--- config.mk ---
export PLATFORM = sky130hd
export DESIGN_NAME = instr_prefetch_queue_flat
export DESIGN_NICKNAME = d
export VERILOG_FILES = /design/src/rtl/instr_prefetch_queue_if.sv /design/src/rtl/instr_prefetch_queue.sv /design/src/flat_wrapper.sv
export SDC_FILE = /design/constraint.sdc
export NUM_CORES = 1
export LEC_CHECK = 0
export ABC_AREA = 1
export CORE_MARGIN = 5
export CORE_UTILIZATION = 58
export CTS_BUF_LIST = sky130_fd_sc_hd__clkbuf_8
export DETAILED_ROUTE_END_ITERATION = 8
export PLACE_DENSITY = 0.88
export SLEW_MARGIN = 20
export SYNTH_ARGS = -nofsm -noshare
export SYNTH_HDL_FRONTEND = slang
export SYNTH_SLANG_ARGS = --single-unit
export TNS_END_PERCENT = 5
--- constraint.sdc ---
create_clock -name clk_in -period 5.6 [get_ports clk_in]
set_input_delay 1.12 -clock clk_in [delete_from_list [all_inputs] [get_ports clk_in]]
set_output_delay 1.12 -clock clk_in [all_outputs]
set_load 0.01 [all_outputs]
--- src/rtl/instr_prefetch_queue_if.sv ---
// Interface bundle for the instruction prefetch queue.
// It carries the instruction-memory request/response path and the decode-side valid/ready path.
interface instr_prefetch_queue_if #(
    parameter int XLEN  = 32,
    parameter int DEPTH = 4
);
    localparam int CW = $clog2(DEPTH) + 1;

    logic            imem_req_out;
    logic [XLEN-1:0] imem_addr_out;
    logic            imem_gnt_in;
    logic            imem_rvalid_in;
    logic [31:0]     imem_rdata_in;
    logic            flush_in;
    logic [XLEN-1:0] flush_pc_in;
    logic            instr_valid_out;
    logic [31:0]     instr_out;
    logic [XLEN-1:0] instr_pc_out;
    logic            instr_ready_in;
    logic            full_out;
    logic [CW-1:0]   count_out;

    modport master (
        output imem_req_out, imem_addr_out, instr_valid_out, instr_out, instr_pc_out,
               full_out, count_out,
        input  imem_gnt_in, imem_rvalid_in, imem_rdata_in, flush_in, flush_pc_in,
               instr_ready_in
    );

    modport slave (
        input  imem_req_out, imem_addr_out, instr_valid_out, instr_out, instr_pc_out,
               full_out, count_out,
        output imem_gnt_in, imem_rvalid_in, imem_rdata_in, flush_in, flush_pc_in,
               instr_ready_in
    );
endinterface

--- src/rtl/instr_prefetch_queue.sv ---
// Sequential instruction fetch front end: credit-limited request issue, in-order response FIFO
// with PCs, and flush redirect that drains stale in-flight responses.
module instr_prefetch_queue #(
    parameter int              XLEN     = 32,
    parameter int              DEPTH    = 4,
    parameter logic [XLEN-1:0] RESET_PC = '0
) (
    input  logic                   clk_in,
    input  logic                   rst_in,
    instr_prefetch_queue_if.master bus,
    output logic [0:0]             dbg_state
);
    localparam int PW = $clog2(DEPTH);
    localparam int CW = PW + 1;

    localparam logic [0:0] RUN   = 1'b0;
    localparam logic [0:0] DRAIN = 1'b1;

    logic [0:0]      state;
    logic [XLEN-1:0] fetch_pc;
    logic [XLEN-1:0] resp_pc;
    logic [CW-1:0]   count;
    logic [CW-1:0]   outstanding;
    logic [CW-1:0]   stale;
    logic [PW-1:0]   wptr;
    logic [PW-1:0]   rptr;
    logic [31:0]     data_mem [DEPTH];
    logic [XLEN-1:0] pc_mem   [DEPTH];

    logic            credit_ok;
    logic            req;
    logic            grant;
    logic            resp_live;
    logic            resp_stale;
    logic            push;
    logic            pop;
    logic [CW-1:0]   outstanding_next;
    logic [CW-1:0]   stale_next;
    logic [XLEN-1:0] flush_pc_aligned;

    // Every FIFO entry is either filled or owed by an outstanding fetch, so issuing only
    // while count + outstanding < DEPTH means a response can never find the FIFO full.
    assign credit_ok = ({1'b0, count} + {1'b0, outstanding}) < (CW + 1)'(DEPTH);

    assign req        = !rst_in && (state == RUN) && !bus.flush_in && credit_ok;
    assign grant      = req && bus.imem_gnt_in;
    assign resp_live  = (state == RUN) && bus.imem_rvalid_in && (outstanding != '0);
    assign resp_stale = (state == DRAIN) && bus.imem_rvalid_in && (stale != '0);

    // Decode handshake: the head is transferred on any cycle with instr_valid_out && instr_ready_in;
    // valid never depends on ready, and a flush cancels that cycle's transfer.
    assign push = resp_live && !bus.flush_in;
    assign pop  = !rst_in && (count != '0) && bus.instr_ready_in && !bus.flush_in;

    assign outstanding_next = outstanding + CW'(grant) - CW'(resp_live);
    assign stale_next       = stale - CW'(resp_stale) + (bus.flush_in ? outstanding_next : '0);
    assign flush_pc_aligned = {bus.flush_pc_in[XLEN-1:2], 2'b00};

    always_ff @(posedge clk_in) begin
        if (rst_in) begin
            state       <= RUN;
            fetch_pc    <= {RESET_PC[XLEN-1:2], 2'b00};
            resp_pc     <= {RESET_PC[XLEN-1:2], 2'b00};
            count       <= '0;
            outstanding <= '0;
            stale       <= '0;
            wptr        <= '0;
            rptr        <= '0;
        end else if (bus.flush_in) begin
            // In-flight fetches become stale and are dropped as they return.
            fetch_pc    <= flush_pc_aligned;
            resp_pc     <= flush_pc_aligned;
            count       <= '0;
            wptr        <= '0;
            rptr        <= '0;
            outstanding <= '0;
            stale       <= stale_next;
            state       <= (stale_next != '0) ? DRAIN : RUN;
        end else begin
            if (grant) begin
                fetch_pc <= fetch_pc + XLEN'(4);
            end
            if (push) begin
                resp_pc <= resp_pc + XLEN'(4);
                wptr    <= wptr + PW'(1);
            end
            if (pop) begin
                rptr <= rptr + PW'(1);
            end
            count       <= count + CW'(push) - CW'(pop);
            outstanding <= outstanding_next;
            stale       <= stale_next;
            if ((state == DRAIN) && (stale_next == '0)) begin
                state <= RUN;
            end
        end
    end

    always_ff @(posedge clk_in) begin
        if (!rst_in && push) begin
            data_mem[wptr] <= bus.imem_rdata_in;
            pc_mem[wptr]   <= resp_pc;
        end
    end

    assign bus.imem_req_out    = req;
    assign bus.imem_addr_out   = fetch_pc;
    assign bus.instr_valid_out = !rst_in && (count != '0);
    assign bus.instr_out       = data_mem[rptr];
    assign bus.instr_pc_out    = pc_mem[rptr];
    assign bus.full_out        = !rst_in && (count == CW'(DEPTH));
    assign bus.count_out       = rst_in ? '0 : count;
    assign dbg_state           = state;
endmodule
--- src/flat_wrapper.sv ---
// flat-port wrapper written by rule: the top's interface ports become plain ports
module instr_prefetch_queue_flat 
#(
    parameter int              XLEN     = 32,
    parameter int              DEPTH    = 4,
    parameter logic [XLEN-1:0] RESET_PC = '0
)
  (clk_in, rst_in, dbg_state, bus_imem_req_out, bus_imem_addr_out, bus_instr_valid_out, bus_instr_out, bus_instr_pc_out, bus_full_out, bus_count_out, bus_imem_gnt_in, bus_imem_rvalid_in, bus_imem_rdata_in, bus_flush_in, bus_flush_pc_in, bus_instr_ready_in);
  instr_prefetch_queue_if #(.XLEN(XLEN), .DEPTH(DEPTH)) bus_i ();
  input  logic clk_in;
  input  logic rst_in;
  output logic [0:0] dbg_state;
  output wire logic [$bits(bus_i.imem_req_out)-1:0] bus_imem_req_out;
  output wire logic [$bits(bus_i.imem_addr_out)-1:0] bus_imem_addr_out;
  output wire logic [$bits(bus_i.instr_valid_out)-1:0] bus_instr_valid_out;
  output wire logic [$bits(bus_i.instr_out)-1:0] bus_instr_out;
  output wire logic [$bits(bus_i.instr_pc_out)-1:0] bus_instr_pc_out;
  output wire logic [$bits(bus_i.full_out)-1:0] bus_full_out;
  output wire logic [$bits(bus_i.count_out)-1:0] bus_count_out;
  input wire logic [$bits(bus_i.imem_gnt_in)-1:0] bus_imem_gnt_in;
  input wire logic [$bits(bus_i.imem_rvalid_in)-1:0] bus_imem_rvalid_in;
  input wire logic [$bits(bus_i.imem_rdata_in)-1:0] bus_imem_rdata_in;
  input wire logic [$bits(bus_i.flush_in)-1:0] bus_flush_in;
  input wire logic [$bits(bus_i.flush_pc_in)-1:0] bus_flush_pc_in;
  input wire logic [$bits(bus_i.instr_ready_in)-1:0] bus_instr_ready_in;
  assign bus_imem_req_out = bus_i.imem_req_out;
  assign bus_imem_addr_out = bus_i.imem_addr_out;
  assign bus_instr_valid_out = bus_i.instr_valid_out;
  assign bus_instr_out = bus_i.instr_out;
  assign bus_instr_pc_out = bus_i.instr_pc_out;
  assign bus_full_out = bus_i.full_out;
  assign bus_count_out = bus_i.count_out;
  assign bus_i.imem_gnt_in = bus_imem_gnt_in;
  assign bus_i.imem_rvalid_in = bus_imem_rvalid_in;
  assign bus_i.imem_rdata_in = bus_imem_rdata_in;
  assign bus_i.flush_in = bus_flush_in;
  assign bus_i.flush_pc_in = bus_flush_pc_in;
  assign bus_i.instr_ready_in = bus_instr_ready_in;
  instr_prefetch_queue #(.XLEN(XLEN), .DEPTH(DEPTH), .RESET_PC(RESET_PC)) u_core (.clk_in(clk_in), .rst_in(rst_in), .bus(bus_i), .dbg_state(dbg_state));
endmodule
==> Yosys cells after proc, flatten, opt, wreduce, memory -nomap -nowiden <==
Memories as Yosys holds them, arrays and structs flattened. A register that Yosys moved wholly into a read port is not among the register bits.
Index checks and enable logic that the tools add are counted.
{ "word_totals": {"reg_bits": 78, "latch_bits": 0, "mem_bits_rw": 256, "romBits": 0, "input_bits": 70, "output_inout_bits": 103, "mem_count": 2} }
{ "op_classes": {"add_sub_neg": 11, "mul": 0, "div_mod_pow": 0, "order_cmp": 1, "n_eq_ne": 1, "shift": 0, "muxes": 15, "bitwise": 1, "reduce_logical": 26} }
{ "mem_list": {"columns": ["name", "words", "word_bits", "read_ports", "rd_clocked_by_memory_dff", "write_ports", "line_no", "text"], "rows": [
  ["u_core.data_mem", 4, 32, 1, 1, 1, "instr_prefetch_queue.sv:27", "logic [31:0] data_mem [DEPTH];"],
  ["u_core.pc_mem", 4, 32, 1, 1, 1, "instr_prefetch_queue.sv:28", "logic [XLEN-1:0] pc_mem [DEPTH];"]
]} }
{ "ops": {"columns": ["operator", "n"], "rows": [
  ["$mux 32", 4],
  ["$add 32x3->32 const B", 2],
  ["$logic_and 1x1->1", 15],
  ["$reduce_bool 3->1", 4],
  ["$sub 3x1->3", 3],
  ["$mux 2", 4],
  ["$add 3x1->3", 2],
  ["$mux 3", 2],
  ["$reduce_bool 2->1", 3],
  ["$mux 1", 5],
  ["$add 2x1->2 const B", 2],
  ["$add 3x3->4", 1],
  ["$lt 4x3->1 const B", 1],
  ["$add 3x3->3", 1],
  ["$eq 3x3->1 const B", 1],
  ["$logic_not 3->1", 1],
  ["$logic_not 1->1", 2],
  ["$reduce_or 2->1", 1],
  ["$not 1->1", 1]
]} }

==> Longest topological paths before layout <==
Gate-level depths: netlist of the first run.
{ "depth": {"ltp_word": 13, "depth_mapped": 20, "mapped_depth_nobuf": 19} }

==> Worst setup path after synthesis of the first run <==
Ideal clock, no wire load.
{ "synth_path": {"path_type": "input to register", "start": "in bus_flush_in", "end": "mem u_core.data_mem[0][0] (enable)", "setup_ns": 0.482, "arrival_ns": 4.453, "setup_slack_ns": 0.665, "path_stages": 6, "n_path_buf": 1, "path_cell_list": "buf_6 nor2_4 clkinv_1 nor2_1 inv_1 nor2_1"} }
{ "synth_via": {"elab_chain_len": 5} }
{ "synth_rtl": {"columns": ["element", "line_no", "text"], "rows": [
  ["start: declaration", "flat_wrapper.sv:23", "input wire logic [$bits(bus_i.flush_in)-1:0] bus_flush_in;"],
  ["$logic_not 1->1", "instr_prefetch_queue.sv:52", "assign push = resp_live && !bus.flush_in;"],
  ["$logic_and 1x1->1", "instr_prefetch_queue.sv:52", null],
  ["$logic_and 1x1->1", "instr_prefetch_queue.sv:100", "if (!rst_in && push) begin"],
  ["$mux 1", "instr_prefetch_queue.sv:100", null],
  ["$mux 1 (implied by the code)", "instr_prefetch_queue.sv:101", "data_mem[wptr] <= bus.imem_rdata_in;"],
  ["end: declaration", "instr_prefetch_queue.sv:27", null]
]} }
No other way between the ends.

==> results of run 1 <==
[how the worst max path moves through the flow]
stage | from | to | slack [ps]
2_1_floorplan | bus_flush_in | u_core.data_mem[0][0] | 670
3_3_place_gp | bus_flush_in | u_core.dbg_state | 1230
3_5_place_dp | bus_flush_in | u_core.dbg_state | 1150
4_1_cts | flop | bus_instr_pc_out[21] | 1420
5_1_grt | flop | bus_instr_pc_out[21] | 1240
6_report | flop | bus_instr_pc_out[29] | 1420
[layout make-up]
type / instances / area, sq um
clock buffer: 54 / 743
clock inverter: 39 / 226
fill: 1633 / 7090
inverter: 92 / 348
multi-input combinational: 962 / 4610
sequential: 324 / 8970
tap: 324 / 405
timing repair buffer: 179 / 1780
[stage by stage]
stage | instance area (sq um) | power, mW | worst slack, ps | std cells | utilization [%]
global placement | 16100 | 3.11 | 1230 | 1881 | 66.7
detailed placement | 16100 | 3.12 | 1150 | 1881 | 66.7
finish | 17100 | 4.97 | 1420 | 1974 | 70.7
global route | 17100 | 5.16 | 1240 | 1974 | 70.7
floorplan | 14200 | 2.94 | 665 | 1444 | -
CTS | 17100 | 4.99 | 1420 | 1974 | 70.7
[Yosys cell counts, drive strengths merged]
cell type and count:
o21ai 154, inv 90, o311a 1, nand3 51, a31oi 14, clkinv 2
nor3 3, nor2 274, clkbuf 47, o22ai 62, xor2 20, fa 3
nor4 1, edfxtp 248, nand4 5, ha 15, conb 1, o21bai 1
dfxtp 76, and2 1, nor3b 1, a211oi 1, or2 2, nand2 283
o211ai 3, buf 19, xnor2 7, nand3b 9, a21oi 47
[metal layers]
layer,track usage [%],vias up
li1,-,5260
met1,33.1,5365
met2,40.1,564
met3,5.24,94
met4,8.43,0
met5,0,-
[critical path: stages (launching register included)]
cell	delay (ps)
dfxtp_4	500
inv_2	510
buf_12	380
o21ai_0	170
o22ai_1	240
clkdlybuf4s50_1	590
[report_power, final]
group	total, mW	switching, mW	leakage, nW	internal, mW
clock	1.88	0.895	0.548	0.989
sequential	2.70	0.0706	2.88	2.63
combinational	0.378	0.209	2.76	0.170
[state kept, by name, indices dropped and copies added, names as in the netlist, named ones only]
name and count:
u_core.count 3, u_core.wptr 2, u_core.outstanding 3, u_core.data_mem 128
u_core.stale 3, u_core.pc_mem 120, u_core.bus.imem_addr_out 30, u_core.resp_pc 30
u_core.dbg_state 1, u_core.rptr 2
[kinds of logic after synthesis]
family,after synthesis
AOI/OAI and AO/OA,283
xor gates and xnor gates,27
adders and majority gates,18
buffers and inverters,158
DFF,324
other,1
and+or+nand+nor,630
==> flow_summary_export.csv, run 1 <==
group,metric,value,unit
outcome,outcome,"complete, no violations",
sta,finalSetupViolCount,0,
drt,drc,0,
floorplan,core-area,0.0242,sq mm
sta,hold_slack,473,ps
floorplan,dieArea,0.0277,sq mm
placement,place.port_buffers,166,
logic_synthesis,synth-adder-area-share,1.75,%
clocking,cts-resized-gates,0,
clocking,htree_levels,2,
clocking,hold_buffers,0,
drt,wl_met2,17100,microns
worst_setup_path,rr_worst_depth,17,
logic_synthesis,netlist_top_cells_area,"edfxtp_1 (52%), dfxtp_1 (11%), nand2_1 (7.4%)",
drt,wirelength,35600,microns
logic_synthesis,postSynthAreaPerCell,9.85,sq um
drt,dr.max_layer_used,"met4",
worst_setup_path,crit_fanout,90,
cells_and_area,fin_nets,1697,
flow_run,cap_violations,0,
logic_synthesis,synth_top_family_by_area,"simple AND/OR/NAND/NOR gates",
logic_synthesis,ys_ff_latch,324,
cells_and_area,final_common_cell,"nand2_1",
pwr,total_leakage_power,6.18,nW
sta,finClkSkew,23.4,ps
placement,gp_congestion,0.985,
min_path,min_from,"u_core.rptr[0]",
worst_setup_path,reg2reg_slack,2140,ps
clocking,clock_sinks,324,
grt,gr-total-overflow,0,
floorplan,die_y,166,microns
sta,drv_slew,0,
drt,vias,11300,
min_path,min_path_type,"flop to flop",
clocking,clkTransAtPathRegs,60,ps
drt,wl_per_cell,18.0,microns
logic_synthesis,synth_top_area_share,52.5,%
grt,grt_pass1_wl,55500,microns
sta,rsz0062_at_grt,"no",
logic_synthesis,yosys-mux-area-fraction,0,%
drt,routedLengthMet1,14300,microns
worst_setup_path,cp-end-kind,"output pin",
sta,fmax,239,MHz
grt,grt_pass1_vias,10900,
clocking,root_buffer,"clkbuf_8",
worst_setup_path,r2r_end,"u_core.dbg_state",
grt,grt_max_degree,91,
logic_synthesis,synth_largest_area_cell,"edfxtp_1",
floorplan,rows,57,
clocking,cts_setup_buffers,0,
cells_and_area,num_antenna_cells,0,
placement,hpwl,22200,microns
sta,min_period_over_period,74.6,%
sta,worst_slew_pin_slew,953,ps
cells_and_area,synthToLayoutAreaGrowth,20.4,%
drt,vias_per_cell,5.72,
worst_setup_path,arrival,3060,ps
worst_setup_path,criticalPathCategory,"flop to output pin",
clocking,clk_latency,580,ps
cells_and_area,drive_gt1_share,6.36,%
pwr,p_per_area,291,mW/mm^2
logic_synthesis,synth-compound-area-share,10.9,%
logic_synthesis,yosysUniqueCellTypes,38,
grt,antenna_found_initial,0,
logic_synthesis,seq_area_frac_synth,63.2,%
clocking,cts_buffer_depth,3,
logic_synthesis,netlist_area,0.0142,sq mm
pwr,irDropWorstVdd,205,uV
cells_and_area,most-common-layout-cells,"nand2_1 (280), nor2_1 (264), edfxtp_1 (248)",
logic_synthesis,synth-simple-area-share,17.9,%
clocking,cts-buffers-inserted,50,
sta,period_needed,4180,ps
worst_setup_path,r2r_start,"u_core.count[1]",
drt,ant_nets,0,
clocking,cts_tree,"done",
drt,dr.pass1.iters,5,
logic_synthesis,synthCells,1441,
floorplan,pin_count,173,
min_path,hold_depth,2,
grt,track_usage,24.6,%
sta,finalSetupTns,0,ps
worst_setup_path,startpoint_type,"flop",
logic_synthesis,ys_warn_count,0,
sta,relSlewSlack,36.5,%
floorplan,initial_core_util,58.7,%
sta,hold_viol_final,0,
drt,wl_met3,3160,microns
drt,first_iter_violations,1074,
worst_setup_path,required,4480,ps
logic_synthesis,synth_xor_area_share,1.67,%
floorplan,die_w,166,microns
No activity file was read; power rests on OpenSTA's default activity.
==> run 2, diff against run 1 <==
--- a/config.mk
+++ b/config.mk
@@ -7,10 +7,10 @@
 export LEC_CHECK = 0
 export ABC_AREA = 1
 export CORE_MARGIN = 5
-export CORE_UTILIZATION = 58
+export CORE_UTILIZATION = 52
 export CTS_BUF_LIST = sky130_fd_sc_hd__clkbuf_8
 export DETAILED_ROUTE_END_ITERATION = 8
-export PLACE_DENSITY = 0.88
+export PLACE_DENSITY = 0.83
 export SLEW_MARGIN = 20
 export SYNTH_ARGS = -nofsm -noshare
 export SYNTH_HDL_FRONTEND = slang
==> constraint.sdc (replaced) <==
create_clock -name clk_in -period 3.5 [get_ports clk_in]
set_input_delay 0.7 -clock clk_in [delete_from_list [all_inputs] [get_ports clk_in]]
set_output_delay 0.7 -clock clk_in [all_outputs]
set_load 0.01 [all_outputs]
==> flow_summary_export.csv, run 2 (synthesized netlist as in run 1, its figures left out) <==
group,metric,value,unit
grt,track_usage,22.5,%
drt,drc,0,
cells_and_area,num_antenna_cells,0,
clocking,clk_latency,580,ps
cells_and_area,synthToLayoutAreaGrowth,21.6,%
cells_and_area,top_register,"u_core.data_mem",
drt,vias_per_cell,5.56,
cells_and_area,fin_nets,1707,
sta,finalSetupViolCount,0,
cells_and_area,drive_gt1_share,6.74,%
worst_setup_path,critical-path-max-stage-delay,500,ps
cells_and_area,final_common_cell,"nand2_1",
grt,grt_max_degree,125,
pwr,irDropWorstVdd,234,uV
grt,grt_pass1_vias,10700,
drt,wirelength,35300,microns
worst_setup_path,crit_fanout,2,
grt,top_usage_layer,"met2",
sta,finalSetupTns,0,ps
grt,grt_pass1_wl,55600,microns
floorplan,rows,60,
floorplan,dieArea,0.0307,sq mm
placement,gp_congestion,0.900,
flow_run,cap_violations,0,
sta,hold_slack,452,ps
clocking,root_buffer,"clkbuf_8",
cells_and_area,largest_register_ffs,128,
drt,wl_per_cell,17.6,microns
grt,antenna_found_initial,0,
sta,rsz0062_at_grt,"no",
floorplan,die_y,175,microns
clocking,cts_tree,"done",
placement,dpl_worst_slack,-492,ps
grt,grt_use_met1,31.4,%
floorplan,initial_core_util,52.8,%
worst_setup_path,criticalPathCategory,"primary input to flop",
drt,vias,11100,
sta,fin_ws,164,ps
cells_and_area,fill_cells,2069,
worst_setup_path,arrival,3820,ps
worst_setup_path,cp-end-kind,"flop",
clocking,cts_buffer_depth,3,
placement,place.port_buffers,166,
worst_setup_path,required,3990,ps
grt,met3_usage,4.59,%
clocking,cts-buffers-inserted,50,
sta,relSlewSlack,54.8,%
floorplan,die_w,175,microns
floorplan,pin_count,173,
floorplan,core-area,0.0269,sq mm
sta,fmax,300,MHz
worst_setup_path,cp_slowest_cell,"fa_1",
drt,ant_nets,0,
outcome,outcome,"complete, no violations",
pwr,total_leakage_power,6.27,nW
clocking,clock_sinks,324,
sta,drv_slew,0,
worst_setup_path,path_cells,"clkdlybuf4s50_1, nand3_2, inv_1, ha_1, inv_1, ha_1, fa_1, nand2_1, ha_4, fa_1, xor2_1, xor2_1, inv_1, nand2_1, nand3b_1, nand2_1, inv_1",
grt,grtUsageMet2,36.3,%
placement,hpwl,23000,microns
sta,period_needed,3340,ps
clocking,htree_levels,2,
grt,gr-total-overflow,0,
drt,dr.pass1.iters,6,
clocking,cts_setup_buffers,0,
sta,min_period_over_period,95.3,%
worst_setup_path,crit_top_cell,"inv_1",
min_path,min_path_type,"flop to flop",
cells_and_area,most-common-layout-cells,"nand2_1 (280), nor2_1 (264), edfxtp_1 (248)",
sta,hold_viol_final,0,
sta,worst_slew_pin_slew,678,ps
pwr,p_per_area,461,mW/mm^2
clocking,clkTransAtPathRegs,70,ps
sta,finClkSkew,32.2,ps
worst_setup_path,startpoint_type,"primary input",
drt,first_iter_violations,1165,
cells_and_area,top_regs,"u_core.data_mem x128, u_core.pc_mem x120",
## run 2: cell count changes in the layout (fill, tap and decap cells not counted), sizes merged
cell,change
clkinvlp,+1
inv,+10
clkinv,-10
buf,+10
## run 2: layout make-up
| class | instances | area, sq um | area share (%) |
|---|---|---|---|
| Sequential cell | 324 | 8970 | 52.0 |
| Clock inverter | 40 | 226 | 1.31 |
| Inverter | 92 | 349 | 2.02 |
| Clock buffer | 54 | 743 | 4.31 |
| Timing Repair Buffer | 189 | 1900 | 11.0 |
| Tap cell | 341 | 427 | 2.47 |
| Multi-Input combinational cell | 962 | 4630 | 26.8 |
## run 2: repair_timing
action,in CTS,in global routing
resized for setup,0,2
hold buffers,0,0
endpoints found under the setup margin,0,2
## run 2: critical path, delay by kind of cell
kind | cells | cell delay [ps]
adder cells (fa/ha/maj) | 5 | 1650
XOR/XNOR | 2 | 380
AND/OR/NAND/NOR | 5 | 460
buffers and inverters | 5 | 650
## run 2: report_power, final
part / switching [mW] / internal, mW / leakage, nW
Combinational: 0.340 / 0.283 / 2.81
Clock: 1.42 / 1.58 / 0.576
Sequential: 0.113 / 4.21 / 2.88
Total: 1.88 / 6.07 / 6.27
## run 2: path summary, 6_finish.rpt
check,start,endpoint,slack (ps),depth (start not counted)
worst max register to register,u_core.outstanding[1],u_core.dbg_state,250,18
worst min register to register,u_core.rptr[1],flop,450,2
worst min-delay path,u_core.rptr[1],flop,450,2
worst max-delay path,bus_imem_rvalid_in,u_core.dbg_state,160,17
## run 2: routing by layer
metal	routed length, microns	up-vias	share of wire, %
met1	14600	5244	41
met2	16500	542	47
met3	3340	61	9.5
met4	826	0	2.3
met5	0	-	0
li1	-	5289	-
## run 2: stage by stage
step / utilization (%) / total power [mW] / std cells / area, sq um
4_1_cts: 64.1 / 7.98 / 2002 / 17200
6_report: 64.2 / 7.95 / 2002 / 17300
3_5_place_dp: 60.5 / 5.01 / 1908 / 16300
3_3_place_gp: 60.5 / 4.99 / 1908 / 16300
2_1_floorplan: - / 4.71 / 1444 / 14200
5_1_grt: 64.2 / 8.29 / 2002 / 17300
